### config.mk
export PLATFORM = sky130hd
export DESIGN_NAME = hazard_ctrl_flat
export DESIGN_NICKNAME = d
export VERILOG_FILES = /design/src/rtl/hazard_pkg.sv /design/src/rtl/hazard_ctrl_if.sv /design/src/rtl/hazard_fwd_sel.sv /design/src/rtl/hazard_ctrl.sv /design/src/flat_wrapper.sv
export SDC_FILE = /design/constraint.sdc
export NUM_CORES = 1
export LEC_CHECK = 0
export CAP_MARGIN = 25
export CELL_PAD_IN_SITES_DETAIL_PLACEMENT = 1
export CELL_PAD_IN_SITES_GLOBAL_PLACEMENT = 1
export CORE_UTILIZATION = 32
export CTS_CLUSTER_DIAMETER = 40
export DETAILED_ROUTE_END_ITERATION = 12
export GPL_ROUTABILITY_DRIVEN = 1
export HOLD_SLACK_MARGIN = 0.12
export PLACE_DENSITY = 0.95
export SLEW_MARGIN = 10
export SYNTH_ARGS = -nofsm -noshare
export SYNTH_HDL_FRONTEND = slang
export SYNTH_HIERARCHICAL = 1
export SYNTH_SLANG_ARGS = --single-unit
### constraint.sdc
create_clock -name Clk -period 7.1 [get_ports Clk]
set_clock_uncertainty 0.15 [all_clocks]
set_input_delay 1.775 -clock Clk [delete_from_list [all_inputs] [get_ports Clk]]
set_output_delay 1.775 -clock Clk [all_outputs]
set_load 0.01 [all_outputs]
### src/rtl/hazard_pkg.sv
// Shared constants, state encoding and control bundle for the pipeline hazard controller.
package hazard_pkg;

  localparam int unsigned REG_W = 5;
  localparam int unsigned FWD_W = 2;
  localparam int unsigned RSRC_W = 2;

  localparam logic [FWD_W-1:0] FWD_RD  = 2'b00;
  localparam logic [FWD_W-1:0] FWD_WB  = 2'b01;
  localparam logic [FWD_W-1:0] FWD_MEM = 2'b10;

  localparam logic [RSRC_W-1:0] RESULT_LOAD = 2'b01;

  typedef enum logic {
    ST_RUN     = 1'b0,
    ST_MD_WAIT = 1'b1
  } state_e;

  typedef struct packed {
    logic stall_f;
    logic stall_d;
    logic stall_e;
    logic flush_d;
    logic flush_e;
    logic flush_m;
    logic md_start;
  } ctrl_t;

endpackage

### src/rtl/hazard_ctrl_if.sv
// Pipeline-side bundle of the hazard controller: register ids, enables and control returns.
interface hazard_ctrl_if #(
  parameter int unsigned CNT_W = 16
);
  import hazard_pkg::*;

  logic [REG_W-1:0]  Rs1D;
  logic [REG_W-1:0]  Rs2D;
  logic [REG_W-1:0]  Rs1E;
  logic [REG_W-1:0]  Rs2E;
  logic [REG_W-1:0]  RdE;
  logic [REG_W-1:0]  RdM;
  logic [REG_W-1:0]  RdW;
  logic              RegWriteM;
  logic              RegWriteW;
  logic [RSRC_W-1:0] ResultSrcE;
  logic              PcSrcE;
  logic              MdOpE;
  logic              MdDone;

  logic [FWD_W-1:0]  ForwardAE;
  logic [FWD_W-1:0]  ForwardBE;
  logic              StallF;
  logic              StallD;
  logic              StallE;
  logic              FlushD;
  logic              FlushE;
  logic              FlushM;
  logic              MdStart;
  logic              MdError;
  logic [CNT_W-1:0]  StallCount;

  modport master (
    output Rs1D, Rs2D, Rs1E, Rs2E, RdE, RdM, RdW,
    output RegWriteM, RegWriteW, ResultSrcE, PcSrcE, MdOpE, MdDone,
    input  ForwardAE, ForwardBE, StallF, StallD, StallE,
    input  FlushD, FlushE, FlushM, MdStart, MdError, StallCount
  );

  modport slave (
    input  Rs1D, Rs2D, Rs1E, Rs2E, RdE, RdM, RdW,
    input  RegWriteM, RegWriteW, ResultSrcE, PcSrcE, MdOpE, MdDone,
    output ForwardAE, ForwardBE, StallF, StallD, StallE,
    output FlushD, FlushE, FlushM, MdStart, MdError, StallCount
  );

endinterface

### src/rtl/hazard_fwd_sel.sv
// Forward-select for one Execute operand; Memory wins over Writeback and x0 is never forwarded.
module hazard_fwd_sel
  import hazard_pkg::*;
(
  input  logic [REG_W-1:0] rs_e,
  input  logic [REG_W-1:0] rd_m,
  input  logic [REG_W-1:0] rd_w,
  input  logic             reg_write_m,
  input  logic             reg_write_w,
  output logic [FWD_W-1:0] fwd_sel_c
);

  always_comb begin
    fwd_sel_c = FWD_RD;
    if (reg_write_m && (rd_m != '0) && (rd_m == rs_e)) begin
      fwd_sel_c = FWD_MEM;
    end else if (reg_write_w && (rd_w != '0) && (rd_w == rs_e)) begin
      fwd_sel_c = FWD_WB;
    end
  end

endmodule

### src/rtl/hazard_ctrl.sv
// Hazard/sequencing controller: operand forwarding, load-use and branch handling,
// mul/div start/done sequencing with timeout, and a saturating stall-cycle counter.
module hazard_ctrl
  import hazard_pkg::*;
#(
  parameter int unsigned CNT_W      = 16,
  parameter int unsigned MD_TIMEOUT = 64
) (
  input  logic           Clk,
  input  logic           Reset,
  hazard_ctrl_if.slave   bus
);

  localparam int unsigned      TMO_W    = $clog2(MD_TIMEOUT);
  localparam logic [TMO_W-1:0] TMO_LAST = TMO_W'(MD_TIMEOUT - 1);
  localparam logic [CNT_W-1:0] CNT_MAX  = '1;

  state_e           state;
  state_e           state_nxt;
  logic [TMO_W-1:0] tmo_cnt;
  logic [CNT_W-1:0] stall_count;
  logic             md_error;
  logic             lw_stall_c;
  logic             tmo_hit_c;
  ctrl_t            ctrl_c;
  logic [FWD_W-1:0] fwd_a_c;
  logic [FWD_W-1:0] fwd_b_c;

  hazard_fwd_sel u_fwd_a (
    .rs_e        (bus.Rs1E),
    .rd_m        (bus.RdM),
    .rd_w        (bus.RdW),
    .reg_write_m (bus.RegWriteM),
    .reg_write_w (bus.RegWriteW),
    .fwd_sel_c   (fwd_a_c)
  );

  hazard_fwd_sel u_fwd_b (
    .rs_e        (bus.Rs2E),
    .rd_m        (bus.RdM),
    .rd_w        (bus.RdW),
    .reg_write_m (bus.RegWriteM),
    .reg_write_w (bus.RegWriteW),
    .fwd_sel_c   (fwd_b_c)
  );

  assign lw_stall_c = (bus.ResultSrcE == RESULT_LOAD) && (bus.RdE != '0) &&
                      ((bus.RdE == bus.Rs1D) || (bus.RdE == bus.Rs2D));

  // Last permitted wait cycle elapsed with no result from the unit.
  assign tmo_hit_c = (state == ST_MD_WAIT) && !bus.MdDone && (tmo_cnt == TMO_LAST);

  always_ff @(posedge Clk) begin
    if (Reset) begin
      state <= ST_RUN;
    end else begin
      state <= state_nxt;
    end
  end

  always_comb begin
    state_nxt = state;
    unique case (state)
      ST_RUN:     if (bus.MdOpE) state_nxt = ST_MD_WAIT;
      ST_MD_WAIT: if (bus.MdDone || tmo_hit_c) state_nxt = ST_RUN;
      default:    state_nxt = ST_RUN;
    endcase
  end

  // Stall/flush/start decode; a mul/div in E overrides load-use and branch handling.
  always_comb begin
    ctrl_c = '0;
    if (Reset) begin
      ctrl_c.flush_d = 1'b1;
      ctrl_c.flush_e = 1'b1;
      ctrl_c.flush_m = 1'b1;
    end else begin
      unique case (state)
        ST_RUN: begin
          if (bus.MdOpE) begin
            ctrl_c.stall_f  = 1'b1;
            ctrl_c.stall_d  = 1'b1;
            ctrl_c.stall_e  = 1'b1;
            ctrl_c.flush_m  = 1'b1;
            ctrl_c.md_start = 1'b1;
          end else begin
            ctrl_c.stall_f = lw_stall_c;
            ctrl_c.stall_d = lw_stall_c;
            ctrl_c.flush_d = bus.PcSrcE;
            ctrl_c.flush_e = lw_stall_c | bus.PcSrcE;
          end
        end
        ST_MD_WAIT: begin
          if (tmo_hit_c) begin
            ctrl_c.flush_e = 1'b1;
          end else if (!bus.MdDone) begin
            ctrl_c.stall_f = 1'b1;
            ctrl_c.stall_d = 1'b1;
            ctrl_c.stall_e = 1'b1;
            ctrl_c.flush_m = 1'b1;
          end
        end
        default: ctrl_c = '0;
      endcase
    end
  end

  always_ff @(posedge Clk) begin
    if (Reset) begin
      tmo_cnt     <= '0;
      stall_count <= '0;
      md_error    <= 1'b0;
    end else begin
      if ((state == ST_MD_WAIT) && !bus.MdDone && !tmo_hit_c) begin
        tmo_cnt <= tmo_cnt + TMO_W'(1);
      end else begin
        tmo_cnt <= '0;
      end
      if (ctrl_c.stall_f && (stall_count != CNT_MAX)) begin
        stall_count <= stall_count + CNT_W'(1);
      end
      if (tmo_hit_c) begin
        md_error <= 1'b1;
      end
    end
  end

  assign bus.ForwardAE  = fwd_a_c;
  assign bus.ForwardBE  = fwd_b_c;
  assign bus.StallF     = ctrl_c.stall_f;
  assign bus.StallD     = ctrl_c.stall_d;
  assign bus.StallE     = ctrl_c.stall_e;
  assign bus.FlushD     = ctrl_c.flush_d;
  assign bus.FlushE     = ctrl_c.flush_e;
  assign bus.FlushM     = ctrl_c.flush_m;
  assign bus.MdStart    = ctrl_c.md_start;
  assign bus.MdError    = md_error;
  assign bus.StallCount = stall_count;

endmodule

### src/flat_wrapper.sv
// flat-port wrapper written by rule: the top's interface ports become plain ports
module hazard_ctrl_flat import hazard_pkg::*;
#(
  parameter int unsigned CNT_W      = 16,
  parameter int unsigned MD_TIMEOUT = 64
)
  (Clk, Reset, bus_Rs1D, bus_Rs2D, bus_Rs1E, bus_Rs2E, bus_RdE, bus_RdM, bus_RdW, bus_RegWriteM, bus_RegWriteW, bus_ResultSrcE, bus_PcSrcE, bus_MdOpE, bus_MdDone, bus_ForwardAE, bus_ForwardBE, bus_StallF, bus_StallD, bus_StallE, bus_FlushD, bus_FlushE, bus_FlushM, bus_MdStart, bus_MdError, bus_StallCount);
  hazard_ctrl_if #(.CNT_W(CNT_W)) bus_i ();
  input  logic Clk;
  input  logic Reset;
  input wire logic [$bits(bus_i.Rs1D)-1:0] bus_Rs1D;
  input wire logic [$bits(bus_i.Rs2D)-1:0] bus_Rs2D;
  input wire logic [$bits(bus_i.Rs1E)-1:0] bus_Rs1E;
  input wire logic [$bits(bus_i.Rs2E)-1:0] bus_Rs2E;
  input wire logic [$bits(bus_i.RdE)-1:0] bus_RdE;
  input wire logic [$bits(bus_i.RdM)-1:0] bus_RdM;
  input wire logic [$bits(bus_i.RdW)-1:0] bus_RdW;
  input wire logic [$bits(bus_i.RegWriteM)-1:0] bus_RegWriteM;
  input wire logic [$bits(bus_i.RegWriteW)-1:0] bus_RegWriteW;
  input wire logic [$bits(bus_i.ResultSrcE)-1:0] bus_ResultSrcE;
  input wire logic [$bits(bus_i.PcSrcE)-1:0] bus_PcSrcE;
  input wire logic [$bits(bus_i.MdOpE)-1:0] bus_MdOpE;
  input wire logic [$bits(bus_i.MdDone)-1:0] bus_MdDone;
  output wire logic [$bits(bus_i.ForwardAE)-1:0] bus_ForwardAE;
  output wire logic [$bits(bus_i.ForwardBE)-1:0] bus_ForwardBE;
  output wire logic [$bits(bus_i.StallF)-1:0] bus_StallF;
  output wire logic [$bits(bus_i.StallD)-1:0] bus_StallD;
  output wire logic [$bits(bus_i.StallE)-1:0] bus_StallE;
  output wire logic [$bits(bus_i.FlushD)-1:0] bus_FlushD;
  output wire logic [$bits(bus_i.FlushE)-1:0] bus_FlushE;
  output wire logic [$bits(bus_i.FlushM)-1:0] bus_FlushM;
  output wire logic [$bits(bus_i.MdStart)-1:0] bus_MdStart;
  output wire logic [$bits(bus_i.MdError)-1:0] bus_MdError;
  output wire logic [$bits(bus_i.StallCount)-1:0] bus_StallCount;
  assign bus_i.Rs1D = bus_Rs1D;
  assign bus_i.Rs2D = bus_Rs2D;
  assign bus_i.Rs1E = bus_Rs1E;
  assign bus_i.Rs2E = bus_Rs2E;
  assign bus_i.RdE = bus_RdE;
  assign bus_i.RdM = bus_RdM;
  assign bus_i.RdW = bus_RdW;
  assign bus_i.RegWriteM = bus_RegWriteM;
  assign bus_i.RegWriteW = bus_RegWriteW;
  assign bus_i.ResultSrcE = bus_ResultSrcE;
  assign bus_i.PcSrcE = bus_PcSrcE;
  assign bus_i.MdOpE = bus_MdOpE;
  assign bus_i.MdDone = bus_MdDone;
  assign bus_ForwardAE = bus_i.ForwardAE;
  assign bus_ForwardBE = bus_i.ForwardBE;
  assign bus_StallF = bus_i.StallF;
  assign bus_StallD = bus_i.StallD;
  assign bus_StallE = bus_i.StallE;
  assign bus_FlushD = bus_i.FlushD;
  assign bus_FlushE = bus_i.FlushE;
  assign bus_FlushM = bus_i.FlushM;
  assign bus_MdStart = bus_i.MdStart;
  assign bus_MdError = bus_i.MdError;
  assign bus_StallCount = bus_i.StallCount;
  hazard_ctrl #(.CNT_W(CNT_W), .MD_TIMEOUT(MD_TIMEOUT)) u_core (.Clk(Clk), .Reset(Reset), .bus(bus_i));
endmodule
==> metrics.md, run 1 <==
| Metric | Value |
|---|---|
| Clk pwr share | `between 30% and 40%` |
| CTS sink count | `24` |
| Sw Share | `between 20% and 30%` |
| Combinational group share of total power | `23.6%` |
| Run status | `finished, final reports clean` |
| Routed wire length | `just over 5 mm` |
| Chip Width | `74.0 µm` |
| Post-DP Area | `2410 µm²` |
| Fin. Hold Viols | `0` |
| Hold path start | `u_core/tmo_cnt[0]$_SDFF_PP0_` |
| Total track usage | `19.4%` |
| Most frequent cell after synthesis | `dfxtp_1` |
| Worst reg2reg startpoint | `u_core/tmo_cnt[0]$_SDFF_PP0_` |
| Unrepaired setup endpoints after global routing | `no` |
| Max Fclk | `168 MHz` |
| Multi-input gate area | `1090 µm²` |
| Port buffer count | `71` |
| CTS tree | `yes` |
| FP Rows | `25` |
| FILL cells | `578` |
| Slew headroom | `62.4%` |
| Htree depth | `1` |
| Synth cell types | `42` |
| Startpoint Class | `input pin` |
| Endpoints failing setup | `0` |
| DIE HEIGHT | `roughly 74 µm` |
| NumNets Final | `315` |
| Synth area leader | `dfxtp_1` |
| P_sw | `0.0832 mW` |
| Root Buffer | `clkbuf_8` |
| Detail Placement HPWL | `4.14 mm` |
| First-pass GRT wire length | `8.20 mm` |
| Pre-antenna DRT Iters | `4` |
| Syn nets | `245` |
| Synth area leaders | `dfxtp_1 (29%), xnor2_1 (12%), a21oi_1 (4.8%)` |
| EDFF count, synth | `0` |
| Final ANT Viol Nets | `0` |
| GR Layer Usage met2 | `about two fifths` |
| Postcts setup bufs | `0` |
| Vias in the first global route | `about 1800` |
| Gp weighted congestion | `0.780` |
| Routed via count | `1788` |
| DIE AREA | `5480 µm²` |
| Post-Syn Area per Cell | `8.34 µm²` |
| Sequential share of the synthesized area | `29.0%` |
| Register area | `480 µm²` |
| Largest net degree at the start of global routing | `32` |
| Worst IR drop on VDD | `0.0000860 V` |
| Vias/cell | `5.34` |
| Pint | `0.255 mW` |
| Layout cells sized above 1 | `7.46%` |
| Crit path kind | `input pin to output port` |
| Post-synth top cells | `dfxtp_1 (24), xnor2_1 (22), nor2_1 (17)` |
| Post-route setup TNS | `0 ns` |
| CTS resizes | `0` |
| I/O Pins | `72` |
| Cell Area, Synth | `around 1700 µm²` |
| DR WL/cell | `15.4 µm` |
| Grt peak-use layer | `met2` |
| Num CTS Buffers | `3` |
| Worst-margin pin slew | `0.558 ns` |
| M1 GR Usage | `20.9%` |
| Worst min path class | `flop to flop` |
| Synth async-reset ratio | `0%` |
| Post-layout min period | `around 6 ns` |
| Starting Density | `34.2%` |
| Sequential power share | `about two fifths` |
| Area Overhead vs Synth | `49.6%` |
| Hold bufs inserted after CTS | `0` |
| N_diodes | `0` |
| PD cells | `136 nW/µm²` |
| Worst path required time | `5.18 ns` |
| Reg clk slew, reported paths | `0.09 ns` |
| Period utilization | `between 80 and 90%` |
| Post-synthesis register bit count | `24` |
| Main flop type after synthesis | `dfxtp_1` |
| Ys Warns | `6` |
| GR Util met3 | `between 4 and 5%` |
| Worst-Skew Late Latency | `between 0.2 and 0.3 ns` |
| Initial antenna violation count | `0` |
| Worst Path Arrival | `4.02 ns` |
| Crit. End Element | `output port` |
| Maxcap violations | `0` |
| Worst Setup SP | `bus_RdE[1]` |
| Final instance area | `2480 µm²` |
| Initial DRC Count | `23` |
| DRC | `0` |
| Post-Synthesis Cells | `199` |
| Leakage | `0.795 nW` |
| Final slew viol count | `0` |
| Total chip power | `0.338 mW` |
| Core area | `4850 µm²` |
| Gr ovfl total | `0` |
| Yosys top cell area share | `29.0%` |
| Clock buffer depth | `2` |
| Largest fanout on the critical path | `31` |
## worst max-delay path, cell delays in order
cell             delay [ns]
clkdlybuf4s50_1        0.46
or4_1                  0.55
nor2_1                 0.15
nor4b_2                0.08
a21oi_2                0.13
buf_4                  0.29
nor2_1                 0.09
clkdlybuf4s50_1        0.49
## worst paths after layout
path	slack, ns	depth (start not counted)	to
setup reg to reg	4.57	8	u_core/bus.StallCount[8]$_SDFFE_PP0P_
setup / recovery	1.16	8	bus_StallF
hold / removal	0.29	1	u_core/tmo_cnt[0]$_SDFF_PP0_
hold reg to reg	0.29	1	u_core/tmo_cnt[0]$_SDFF_PP0_
## flip-flops by register name (all words and copies together) (netlist names)
signal                 count
u_core/bus.MdError         1
u_core/state               1
u_core/tmo_cnt             6
u_core/bus.StallCount     16
## power by group through the flow
stage               sequential (mW)  combinational (mW)  clock, mW
floorplan                     0.141              0.0372          0
global placement              0.141              0.0771          0
detailed placement            0.141              0.0804          0
CTS                           0.137              0.0810      0.124
global route                  0.138              0.0865      0.129
finish                        0.137              0.0800      0.121
## area by class of cell
type                       instances  area share [%]
multi-input combinational        161            44.1
timing repair buffer              74            29.5
sequential                        24            19.4
tap                               67            3.38
clock buffer                       3            1.66
clock inverter                     1            1.21
inverter                           5           0.756
## layout by cell type, fill, tap and decap left out, types with 5 or more instances in the layout
cell,n
clkdlybuf4s50_1,71
dfxtp_1,24
xnor2_1,22
nor2_1,17
nand3_1,16
a21oi_1,16
nand2_1,15
or4_1,8
xor2_1,8
o31ai_1,7
inv_1,5
o41ai_1,5
## logic make-up (layout without fill, tap and decap cells)
group           after synthesis  after routing  synth area share, %
buf+inv                      14             83                 5.05
simple gates                 85             85                 28.8
flops                        24             24                 29.0
compound gates               43             43                 19.2
mux                           1              1                0.679
fa+ha+maj                     2              2                 1.51
xor+xnor                     30             30                 15.8
## routing by layer
layer / vias up / routed length, µm
li1: 875 / -
met5: - / 0
met2: 69 / 2700
met1: 840 / 1990
met4: 0 / 32
met3: 4 / 449
## stage by stage
stage	setup WS [ns]	util, %	hold WS (ns)	cells
2_1_floorplan	2.02	-	0.263	199
3_3_place_gp	1.21	49.7	0.272	331
3_5_place_dp	1.14	49.7	0.283	331
4_1_cts	1.14	51.2	0.296	335
5_1_grt	1.05	51.2	0.309	335
6_report	1.16	51.2	0.292	335
No activity file was read; power rests on OpenSTA's default activity.
==> inputs of run 2 (changes only) <==
--- a/config.mk
+++ b/config.mk
@@ -8,12 +8,12 @@
 export CAP_MARGIN = 25
 export CELL_PAD_IN_SITES_DETAIL_PLACEMENT = 1
 export CELL_PAD_IN_SITES_GLOBAL_PLACEMENT = 1
-export CORE_UTILIZATION = 32
+export CORE_UTILIZATION = 27
 export CTS_CLUSTER_DIAMETER = 40
 export DETAILED_ROUTE_END_ITERATION = 12
 export GPL_ROUTABILITY_DRIVEN = 1
 export HOLD_SLACK_MARGIN = 0.12
-export PLACE_DENSITY = 0.95
+export PLACE_DENSITY = 0.86
 export SLEW_MARGIN = 10
 export SYNTH_ARGS = -nofsm -noshare
 export SYNTH_HDL_FRONTEND = slang
==> constraint.sdc (replaced) <==
create_clock -name Clk -period 4.85 [get_ports Clk]
set_clock_uncertainty 0.15 [all_clocks]
set_input_delay 1.2125 -clock Clk [delete_from_list [all_inputs] [get_ports Clk]]
set_output_delay 1.2125 -clock Clk [all_outputs]
set_load 0.01 [all_outputs]
==> run 2 against run 1 <==
  * Combinational power increased by 45%
  * First-iteration DRC count increased to 3.9 times the previous value
  * Critical path depth decreased by 1
  * Core utilization decreased by 9.4 points
==> metrics.md, run 2 (synthesis results as in run 1) <==
| Metric | Value |
|---|---|
| Clk pwr share | `30.2% (-5.6 points)` |
| NumNets Final | `315 (unchanged)` |
| Num CTS Buffers | `3 (unchanged)` |
| DIE AREA | `6460 µm² (+18%)` |
| Max reg flops | `16 (unchanged)` |
| DIE HEIGHT | `80.4 µm (+8.6%)` |
| Leakage | `0.788 nW (-0.87%)` |
| Critical path buffer and inverter count | `2 (-1)` |
| Run status | `finished, final reports clean` |
| Total chip power | `0.455 mW (+35%)` |
| Period utilization | `93.3%` |
| Endpoints failing setup | `0 (unchanged)` |
| CTS resizes | `0 (unchanged)` |
| Gp weighted congestion | `0.804 (+3.1%)` |
| Largest stage delay, worst path | `0.53 ns (-0.02 ns)` |
| Finished Core Util | `41.8% (-9.4 points)` |
| Clock buffer depth | `2 (unchanged)` |
| Post-route setup TNS | `0 ns (unchanged)` |
| Layout cells sized above 1 | `7.46% (unchanged)` |
| Final slew viol count | `0 (unchanged)` |
| Htree depth | `1 (unchanged)` |
| Final ANT Viol Nets | `0 (unchanged)` |
| Initial antenna violation count | `0 (unchanged)` |
| Area Overhead vs Synth | `49.2%` |
| Chip Width | `80.4 µm (+8.6%)` |
| Total track usage | `15.4% (-4.0 points)` |
| Crit. End Element | `output port` |
| Post-layout min period | `4.53 ns` |
| Worst min path class | `flop to flop` |
| Worst-path cell chain | `clkdlybuf4s50_1 > or4_1 > nor2_1 > nor4b_2 > a21oi_2 > nor2_1 > clkdlybuf4s50_1` |
| Worst-margin pin slew | `0.670 ns (+0.113 ns)` |
| Worst IR drop on VDD | `0.000153 V (+78%)` |
| Combinational group share of total power | `25.6% (+2.0 points)` |
| Port buffer count | `71 (unchanged)` |
| Worst Path Arrival | `3.16 ns (-0.86 ns)` |
| Largest fanout on the critical path | `3 (-90%)` |
| Startpoint Class | `input pin` |
| Postcts setup bufs | `0 (unchanged)` |
| Hold bufs inserted after CTS | `0 (unchanged)` |
| Delay-heaviest family, CP | `buffers and inverters` |
| Core area | `5920 µm² (+22%)` |
| Fin. Hold Viols | `0 (unchanged)` |
| First-pass GRT wire length | `7.95 mm (-3.1%)` |
| Routed wire length | `4.88 mm (-5.6%)` |
| CTS tree | `yes` |
| Gr ovfl total | `0 (unchanged)` |
| Max Fclk | `221 MHz` |
| GR Util met3 | `4.66% (+0.19 points)` |
| Initial DRC Count | `89 (+290%)` |
| M1 GR Usage | `18.1% (-2.8 points)` |
| N_diodes | `0 (unchanged)` |
| CP max-delay cell | `or4_1` |
| Largest net degree at the start of global routing | `31 (-3.1%)` |
| Sequential power share | `44.2% (+3.6 points)` |
| Dpl cells | `339 (+2.4%)` |
| Starting Density | `28.0% (-6.2 points)` |
| Detail Placement HPWL | `3.96 mm (-4.4%)` |
| Worst-Skew Late Latency | `0.27 ns (about the same)` |
| Crit path kind | `input pin to output port` |
| Maxcap violations | `0 (unchanged)` |
| Pint | `0.336 mW (+32%)` |
| P_sw | `0.120 mW (+44%)` |
| Sw Share | `26.3% (+1.7 points)` |
| GR Layer Usage met2 | `28.1% (-10 points)` |
| FP Rows | `28 (+12%)` |
| PD cells | `184 nW/µm² (+35%)` |
| CTS sink count | `24 (unchanged)` |
| Unrepaired setup endpoints after global routing | `no` |
| DRC | `0 (unchanged)` |
| Worst path required time | `3.49 ns (-1.69 ns)` |
| Routed via count | `1745 (-2.4%)` |
| Vias in the first global route | `1756 (-3.8%)` |
| Hold Slack | `0.289 ns (-0.00288 ns)` |
| Root Buffer | `clkbuf_8` |
| I/O Pins | `72 (unchanged)` |
| Grt peak-use layer | `met2` |
| Pre-antenna DRT Iters | `4 (unchanged)` |
| Commonest non-fill, non-tap cell in the layout | `clkdlybuf4s50_1` |
| Reg clk slew, reported paths | `0.08 ns (about the same)` |
| Layout Cells excl Fill | `343 (+2.4%)` |
| Slew headroom | `55.3% (-7.1 points)` |
| Leading cell types in the layout, fill and taps excluded | `clkdlybuf4s50_1 (71), dfxtp_1 (24), xnor2_1 (22)` |
| Vias/cell | `5.09 (-4.7%)` |
| DR WL/cell | `14.2 µm (-7.8%)` |
[run 2: changes by cell type in the layout (fill, tap and decap cells not counted)]
cell / before / now
bufinv_16: 1 / 0
clkbuf_8: 3 / 4
[run 2: path summary, 6_finish.rpt]
| kind | cells past startpoint | start | endpoint | slack (ns) |
|---|---|---|---|---|
| max | 7 | bus_RdE[1] | bus_StallD | 0.32 |
| min | 1 | u_core/tmo_cnt[0]$_SDFF_PP0_ | u_core/tmo_cnt[0]$_SDFF_PP0_ | 0.29 |
| max reg2reg | 8 | u_core/bus.StallCount[0]$_SDFFE_PP0P_ | u_core/bus.StallCount[1]$_SDFFE_PP0P_ | 2.16 |
| min reg2reg | 1 | u_core/tmo_cnt[0]$_SDFF_PP0_ | u_core/tmo_cnt[0]$_SDFF_PP0_ | 0.29 |
[run 2: metrics by stage]
step,area [µm²],setup WS [ns]
floorplan,1660,0.899
global placement,2420,0.314
detailed placement,2420,0.296
CTS,2480,0.297
global route,2480,0.198
finish,2480,0.323
[run 2: layout make-up]
type / instances / area (µm²)
Fill cell: 692 / 3440
Multi-Input combinational cell: 161 / 1090
Timing Repair Buffer: 74 / 733
Sequential cell: 24 / 480
Tap cell: 75 / 93.8
Clock buffer: 4 / 55.1
Inverter: 5 / 18.8
[run 2: metal layers]
layer | wire length [µm] | share of wire [%] | vias to the layer above
met5 | 0 | 0 | -
met4 | 12 | 0.25 | 0
met3 | 305 | 6.3 | 2
met2 | 2510 | 51 | 49
met1 | 2050 | 42 | 815
li1 | - | - | 879
[run 2: power by group through the flow]
stage	Clock, mW	Sequential [mW]	Combinational, mW
2_1_floorplan	0	0.206	0.0545
3_3_place_gp	0	0.206	0.115
3_5_place_dp	0	0.206	0.118
4_1_cts	0.145	0.201	0.118
5_1_grt	0.150	0.202	0.127
6_report	0.138	0.201	0.116
